[src/rtl/countdown_timer_mmss_if.sv]
// rtl/countdown_timer_mmss_if.sv - command and count bus of the mm:ss countdown timer
//
// Purpose: bundles the keypad-side commands and the display/alarm-side
// outputs of countdown_timer_mmss into one bus.
// Signals:
//   load, min_in[7:0], sec_in[7:0]   load request with BCD {tens, units} value
//   start, pause, cancel             run control commands
//   min_out[7:0], sec_out[7:0]       current BCD count
//   running                          high while counting
//   done                             one-cycle pulse on reaching 00:00
//   alarm                            held from 00:00 until cancel or load
//   load_err                         one-cycle pulse on a rejected load
// Modports: master drives commands (entry logic), slave is the timer.

interface countdown_timer_mmss_if;
  logic       load;
  logic [7:0] min_in;
  logic [7:0] sec_in;
  logic       start;
  logic       pause;
  logic       cancel;
  logic [7:0] min_out;
  logic [7:0] sec_out;
  logic       running;
  logic       done;
  logic       alarm;
  logic       load_err;

  modport master (
    output load, min_in, sec_in, start, pause, cancel,
    input  min_out, sec_out, running, done, alarm, load_err
  );

  modport slave (
    input  load, min_in, sec_in, start, pause, cancel,
    output min_out, sec_out, running, done, alarm, load_err
  );
endinterface

[src/rtl/countdown_timer_mmss.sv]
// rtl/countdown_timer_mmss.sv - loadable BCD mm:ss down-counter that stops at 00:00
//
// Purpose: counts a loaded minutes:seconds value down once per TICK_DIV
// clock cycles, stops at 00:00, pulses done and holds alarm there.
// Ports:
//   clk    system clock, rising edge
//   clear  asynchronous active-low reset
//   bus    countdown_timer_mmss_if.slave (commands in, count/status out)
// Parameters:
//   TICK_DIV  clk cycles per one-second tick (>= 2)
//   MAX_MIN   largest accepted minutes value (decimal)

module countdown_timer_mmss #(
  parameter int unsigned TICK_DIV = 50_000_000,
  parameter int unsigned MAX_MIN  = 99
) (
  input  logic                 clk,
  input  logic                 clear,
  countdown_timer_mmss_if.slave bus
);

  localparam int unsigned   PW         = $clog2(TICK_DIV);
  localparam logic [PW-1:0] PRESC_LAST = PW'(TICK_DIV - 1);

  typedef enum logic [2:0] {
    S_IDLE,
    S_ARMED,
    S_RUN,
    S_PAUSED,
    S_DONE
  } state_e;

  state_e        state_q, state_d;
  logic [7:0]    min_q, min_d;
  logic [7:0]    sec_q, sec_d;
  logic [PW-1:0] presc_q, presc_d;
  logic          running_q, running_d;
  logic          done_q, done_d;
  logic          alarm_q, alarm_d;
  logic          load_err_q, load_err_d;

  // BCD decrement of one two-digit field; callers never pass 00.
  function automatic logic [7:0] bcd_dec(input logic [7:0] v);
    if (v[3:0] != 4'd0) begin
      return {v[7:4], v[3:0] - 4'd1};
    end
    return {v[7:4] - 4'd1, 4'd9};
  endfunction

  // Load value validation
  logic [3:0] min_t, min_u, sec_t, sec_u;
  logic [7:0] min_dec;
  logic       load_valid, load_zero;

  assign min_t      = bus.min_in[7:4];
  assign min_u      = bus.min_in[3:0];
  assign sec_t      = bus.sec_in[7:4];
  assign sec_u      = bus.sec_in[3:0];
  assign min_dec    = {4'd0, min_t} * 8'd10 + {4'd0, min_u};
  assign load_valid = (min_t <= 4'd9) && (min_u <= 4'd9) && (sec_t <= 4'd5) &&
                      (sec_u <= 4'd9) && (32'(min_dec) <= MAX_MIN);
  assign load_zero  = (bus.min_in == 8'h00) && (bus.sec_in == 8'h00);

  // Only the highest-priority asserted command acts; a shadowed one is dropped.
  logic cmd_load, cmd_start, cmd_pause;

  assign cmd_load  = !bus.cancel && bus.load;
  assign cmd_start = !bus.cancel && !bus.load && bus.start;
  assign cmd_pause = !bus.cancel && !bus.load && !bus.start && bus.pause;

  // Count one second lower, borrowing seconds into minutes
  logic [7:0] dec_min, dec_sec;
  logic       dec_zero, tick;

  always_comb begin
    dec_min = min_q;
    dec_sec = sec_q;
    if (sec_q != 8'h00) begin
      dec_sec = bcd_dec(sec_q);
    end else if (min_q != 8'h00) begin
      dec_sec = 8'h59;
      dec_min = bcd_dec(min_q);
    end
  end

  assign dec_zero = (dec_min == 8'h00) && (dec_sec == 8'h00);
  assign tick     = (state_q == S_RUN) && (presc_q == PRESC_LAST);

  // State register
  always_ff @(posedge clk or negedge clear) begin
    if (!clear) begin
      state_q    <= S_IDLE;
      min_q      <= 8'h00;
      sec_q      <= 8'h00;
      presc_q    <= '0;
      running_q  <= 1'b0;
      done_q     <= 1'b0;
      alarm_q    <= 1'b0;
      load_err_q <= 1'b0;
    end else begin
      state_q    <= state_d;
      min_q      <= min_d;
      sec_q      <= sec_d;
      presc_q    <= presc_d;
      running_q  <= running_d;
      done_q     <= done_d;
      alarm_q    <= alarm_d;
      load_err_q <= load_err_d;
    end
  end

  // Next-state logic: state, count and prescaler
  always_comb begin
    state_d = state_q;
    min_d   = min_q;
    sec_d   = sec_q;
    presc_d = presc_q;
    if (bus.cancel) begin
      state_d = S_IDLE;
      min_d   = 8'h00;
      sec_d   = 8'h00;
      presc_d = '0;
    end else begin
      case (state_q)
        S_RUN: begin
          // Pause wins over a coincident tick, which is then lost.
          if (cmd_pause) begin
            state_d = S_PAUSED;
          end else if (tick) begin
            presc_d = '0;
            min_d   = dec_min;
            sec_d   = dec_sec;
            if (dec_zero) begin
              state_d = S_DONE;
            end
          end else begin
            presc_d = presc_q + 1'b1;
          end
        end
        default: begin
          if (cmd_load) begin
            if (load_valid) begin
              if (load_zero) begin
                state_d = S_IDLE;
                min_d   = 8'h00;
                sec_d   = 8'h00;
              end else begin
                state_d = S_ARMED;
                min_d   = bus.min_in;
                sec_d   = bus.sec_in;
              end
            end
          end else if (cmd_start && (state_q == S_ARMED || state_q == S_PAUSED)) begin
            state_d = S_RUN;
            // Resuming keeps the partial second already counted.
            if (state_q == S_ARMED) begin
              presc_d = '0;
            end
          end
        end
      endcase
    end
  end

  // Output logic: registered status derived from the coming state
  always_comb begin
    running_d  = (state_d == S_RUN);
    alarm_d    = (state_d == S_DONE);
    done_d     = (state_q == S_RUN) && (state_d == S_DONE);
    load_err_d = cmd_load && (state_q != S_RUN) && !load_valid;
  end

  assign bus.min_out  = min_q;
  assign bus.sec_out  = sec_q;
  assign bus.running  = running_q;
  assign bus.done     = done_q;
  assign bus.alarm    = alarm_q;
  assign bus.load_err = load_err_q;

endmodule

[src/flat_wrapper.sv]
// flat-port wrapper written by rule: the top's interface ports become plain ports
module countdown_timer_mmss_flat 
#(
  parameter int unsigned TICK_DIV = 50_000_000,
  parameter int unsigned MAX_MIN  = 99
)
  (clk, clear, bus_load, bus_min_in, bus_sec_in, bus_start, bus_pause, bus_cancel, bus_min_out, bus_sec_out, bus_running, bus_done, bus_alarm, bus_load_err);
  countdown_timer_mmss_if bus_i ();
  input  logic clk;
  input  logic clear;
  input wire logic [$bits(bus_i.load)-1:0] bus_load;
  input wire logic [$bits(bus_i.min_in)-1:0] bus_min_in;
  input wire logic [$bits(bus_i.sec_in)-1:0] bus_sec_in;
  input wire logic [$bits(bus_i.start)-1:0] bus_start;
  input wire logic [$bits(bus_i.pause)-1:0] bus_pause;
  input wire logic [$bits(bus_i.cancel)-1:0] bus_cancel;
  output wire logic [$bits(bus_i.min_out)-1:0] bus_min_out;
  output wire logic [$bits(bus_i.sec_out)-1:0] bus_sec_out;
  output wire logic [$bits(bus_i.running)-1:0] bus_running;
  output wire logic [$bits(bus_i.done)-1:0] bus_done;
  output wire logic [$bits(bus_i.alarm)-1:0] bus_alarm;
  output wire logic [$bits(bus_i.load_err)-1:0] bus_load_err;
  assign bus_i.load = bus_load;
  assign bus_i.min_in = bus_min_in;
  assign bus_i.sec_in = bus_sec_in;
  assign bus_i.start = bus_start;
  assign bus_i.pause = bus_pause;
  assign bus_i.cancel = bus_cancel;
  assign bus_min_out = bus_i.min_out;
  assign bus_sec_out = bus_i.sec_out;
  assign bus_running = bus_i.running;
  assign bus_done = bus_i.done;
  assign bus_alarm = bus_i.alarm;
  assign bus_load_err = bus_i.load_err;
  countdown_timer_mmss #(.TICK_DIV(TICK_DIV), .MAX_MIN(MAX_MIN)) u_core (.clk(clk), .clear(clear), .bus(bus_i));
endmodule
[config.mk]
export PLATFORM = sky130hd
export DESIGN_NAME = countdown_timer_mmss_flat
export DESIGN_NICKNAME = d
export VERILOG_FILES = /design/src/rtl/countdown_timer_mmss_if.sv /design/src/rtl/countdown_timer_mmss.sv /design/src/flat_wrapper.sv
export SDC_FILE = /design/constraint.sdc
export NUM_CORES = 1
export LEC_CHECK = 0
export CORE_ASPECT_RATIO = 1.25
export CORE_MARGIN = 3
export CORE_UTILIZATION = 40
export CTS_BUF_LIST = sky130_fd_sc_hd__clkbuf_4 sky130_fd_sc_hd__clkbuf_8
export DETAILED_ROUTE_END_ITERATION = 10
export PLACE_DENSITY_LB_ADDON = 0.25
export SYNTH_ARGS = -nofsm -noshare
export SYNTH_HDL_FRONTEND = slang
export SYNTH_SLANG_ARGS = --single-unit
[constraint.sdc]
create_clock -name clk -period 7.2 [get_ports clk]
set_input_delay 1.44 -clock clk [delete_from_list [all_inputs] [get_ports clk]]
set_output_delay 1.44 -clock clk [all_outputs]
set_load 0.02 [all_outputs]
==> results.ini <==
[worst_setup_path]
cp_slowest_cell=clkdlybuf4s50_1
required_ns=7.42
worst_path_most_repeated_cell=ha_1
path_delay_family=compound AO/OA/AOI/OAI gates
cp_max_fo=14
r2r-end=u_core.bus.running
cp-end-kind=register
r2r_slack_ns=3.61
start_kind=input port
reg2regPathDepth=9
critPathArrivalTime_ns=5.50
worstPathCellList=clkdlybuf4s50_1 > ha_1 > ha_1 > inv_1 > fa_1 > nor2b_1 > a21boi_0 > o211a_1 > nand3_1 > o21ai_0 > nand2_1 > o41ai_1
rr_startpoint=u_core.bus.sec_out[4]
max_stage_delay_ns=0.66
cp.buffers_inverters=2
timing_worst_setup_path_type=in2reg

[logic_synthesis]
ys_async_sr_fraction_pct=100
yosys-top-cells-area=dfrtp_1 35%, nor2_1 5.3%, nand2_1 4.7%, ha_1 4.7%, o21ai_0 4.2%
synth_edf_count=0
synth.top_cell.area_share_pct=35.1
synthCells=414
synthFlopType=dfrtp_1
synth_nets=451
seq_area_frac_synth_pct=35.1
ys_ff_latch=49
yosysWarnings=0
yosysTopAreaCell=dfrtp_1
ys_types=66
syn_avg_cell_area_um2=8.43
netlist_area_mm2=0.00349

[global_routing]
grt_max_degree=50
antenna_found_initial=0
overflow=0
grt_pass1_wl_um=15000
grt_pass1_vias=3123
groute.usage.overall_pct=18.8

[clocking]
cts_buffers=5
root_buffer=clkbuf_8
cts_tree=done
worstSkewPairLatency_ns=0.32
h-tree-depth=2
cts.sinks=49
clock_path_buffers=2
cts_setup_buffers=0
cts_resized=0
hold_buffers=0
path_clk_slew_ns=0.11

[timing]
fmax_mhz=189
setup_viol=0
slew_viol_final=0
period_minus_slack_ns=5.28
hold_viol=0
fin_worst_skew_ns=0.0158
finalSetupTns_ns=0
tightest_slew_ns=0.987
rsz0062_at_grt=no
period_share_pct=73.4
relSlewSlack_pct=34.0

[place]
dp_hpwl_um=6690
dp_cells=560
routabilityCongestion=0.878
port_buffers=41

[power]
power_frac_comb_pct=28.9
pwr-share-clk_pct=28.3
finalPower_w=0.000732
internal_power_w=0.000484
vdd_drop_max_mv=0.0855
netSwitchingPower_w=0.000248
power.leakage_nw=1.63
p_per_area_mw_per_mm2=178
switching_share_pct=33.9
power_frac_seq_pct=42.8

[floorplan]
start_util_pct=41.7
rows=37
ios=42
die_w_um=89.6
die-area_mm2=0.00989
core_mm2=0.00838
die_h_um=110

[hold_path]
worstHoldStart=u_core.presc_q[6]
hp-class=reg2reg
hold_end=u_core.presc_q[6]
holdPathStages=1

[detailed_routing]
drt_iter0_drc=174
first_pass_iters=5
avgViaCountPerCell=5.79
wirelength_um=9070
drcViolationCount=0
num_vias=3291
wire_per_inst_um=16.0
ant_nets=0

[cells_and_area]
layout-drive-gt1-share_pct=9.98
nets=487
stdcell_count=568
syn_to_final_growth_pct=17.7
antenna_cells=0

[run]
drv_cap=0

[run_status]
outcome=finished clean

synth_stat cells, types with 4 or more instances:
cell / instances
o21ai_0: 29
nor3b_1: 6
or4_1: 4
a211oi_1: 6
nor2b_1: 4
inv_1: 18
and3_1: 5
nor4_1: 10
nand3_1: 16
dfrtp_1: 49
ha_1: 13
nand4_1: 7
nand2b_1: 4
nor3_1: 19
xnor2_1: 11
nor2_1: 49
a31oi_1: 5
xor2_1: 4
a21oi_1: 18
nand2_1: 44
clkbuf_1: 10
mux2_2: 12
power groups by stage:
stage,registers (W),logic (W),clock network [W]
after detailed placement,0.000318,0.000211,0
final,0.000313,0.000212,0.000207
after global routing,0.000316,0.000232,0.000224
after CTS,0.000313,0.000212,0.000212
after floorplan,0.000328,0.000119,0
after global placement,0.000317,0.000208,0
kinds of logic (layout without fill, tap and decap cells):
logic type | after synthesis | in the layout | synth area share, %
compound gates | 98 | 98 | 18.6
xor+xnor | 15 | 15 | 3.76
fa+ha+maj | 15 | 15 | 5.81
buf+inv | 32 | 69 | 3.91
flops | 49 | 49 | 35.1
mux | 14 | 14 | 4.44
simple gates | 191 | 191 | 28.4
layout by cell type, fill, tap and decap left out, types with 4 or more instances in the layout:
| cell type | n |
|---|---|
| a211oi_1 | 6 |
| a21oi_1 | 18 |
| a31oi_1 | 5 |
| and3_1 | 5 |
| clkbuf_8 | 5 |
| clkdlybuf4s50_1 | 40 |
| dfrtp_1 | 49 |
| ha_1 | 13 |
| inv_1 | 18 |
| mux2_2 | 12 |
| nand2_1 | 44 |
| nand2b_1 | 4 |
| nand3_1 | 16 |
| nand4_1 | 7 |
| nor2_1 | 49 |
| nor2b_1 | 4 |
| nor3_1 | 19 |
| nor3b_1 | 5 |
| nor4_1 | 10 |
| o21ai_0 | 29 |
| or4_1 | 4 |
| xnor2_1 | 11 |
| xor2_1 | 4 |
through the flow:
stage,util (%),area [um2],setup WS (ns),hold WS [ns]
after detailed placement,47.7,3990,1.61,0.468
after global routing,49.0,4110,1.61,0.511
final,49.0,4110,1.92,0.474
after floorplan,-,3490,2.89,0.440
after CTS,49.0,4110,1.91,0.481
after global placement,47.7,3990,1.75,0.468
layer usage:
| metal | part of all wire [%] | GRT usage [%] |
|---|---|---|
| met1 | 43 | 24.1 |
| met5 | 0 | 0 |
| met2 | 50 | 31.7 |
| met4 | 2.4 | 5.86 |
| met3 | 5.0 | 2.99 |
worst max-delay path by stage:
stage                        startpoint                     to  cells after the start
final                     bus_min_in[7]  u_core.bus.sec_out[7]                     12
after global routing      bus_min_in[7]  u_core.bus.sec_out[7]                     12
after CTS                 bus_min_in[7]  u_core.bus.sec_out[7]                     12
after detailed placement  bus_min_in[7]  u_core.bus.sec_out[7]                     12
after global placement    bus_min_in[7]  u_core.bus.sec_out[7]                     12
after floorplan           bus_min_in[5]  u_core.bus.min_out[0]                     12
state kept, by name (all words and copies together), names as in the netlist:
register,count
u_core.bus.alarm,1
u_core.bus.done,1
u_core.presc_q,26
u_core.bus.running,1
u_core.bus.sec_out,8
u_core.bus.min_out,8
u_core.bus.load_err,1
u_core.state_q,3
worst reg2reg max path, stage by stage, from the launching register on:
cell	delay, ns
dfrtp_1	0.44
inv_1	0.14
ha_1	0.20
nor3b_1	0.76
and3_1	0.32
a211oi_1	0.08
a2111oi_0	0.73
nand4_1	0.26
o22ai_1	0.29
and4bb_2	0.26
area by class of cell:
class	count	area [um2]
fill	796	4270
multi-input combinational	333	2130
sequential	49	1230
timing repair buffer	43	420
tap	117	146
clock buffer	5	68.8
inverter	18	67.6
clock inverter	3	46.3
Power figures use the tool's default switching activity.
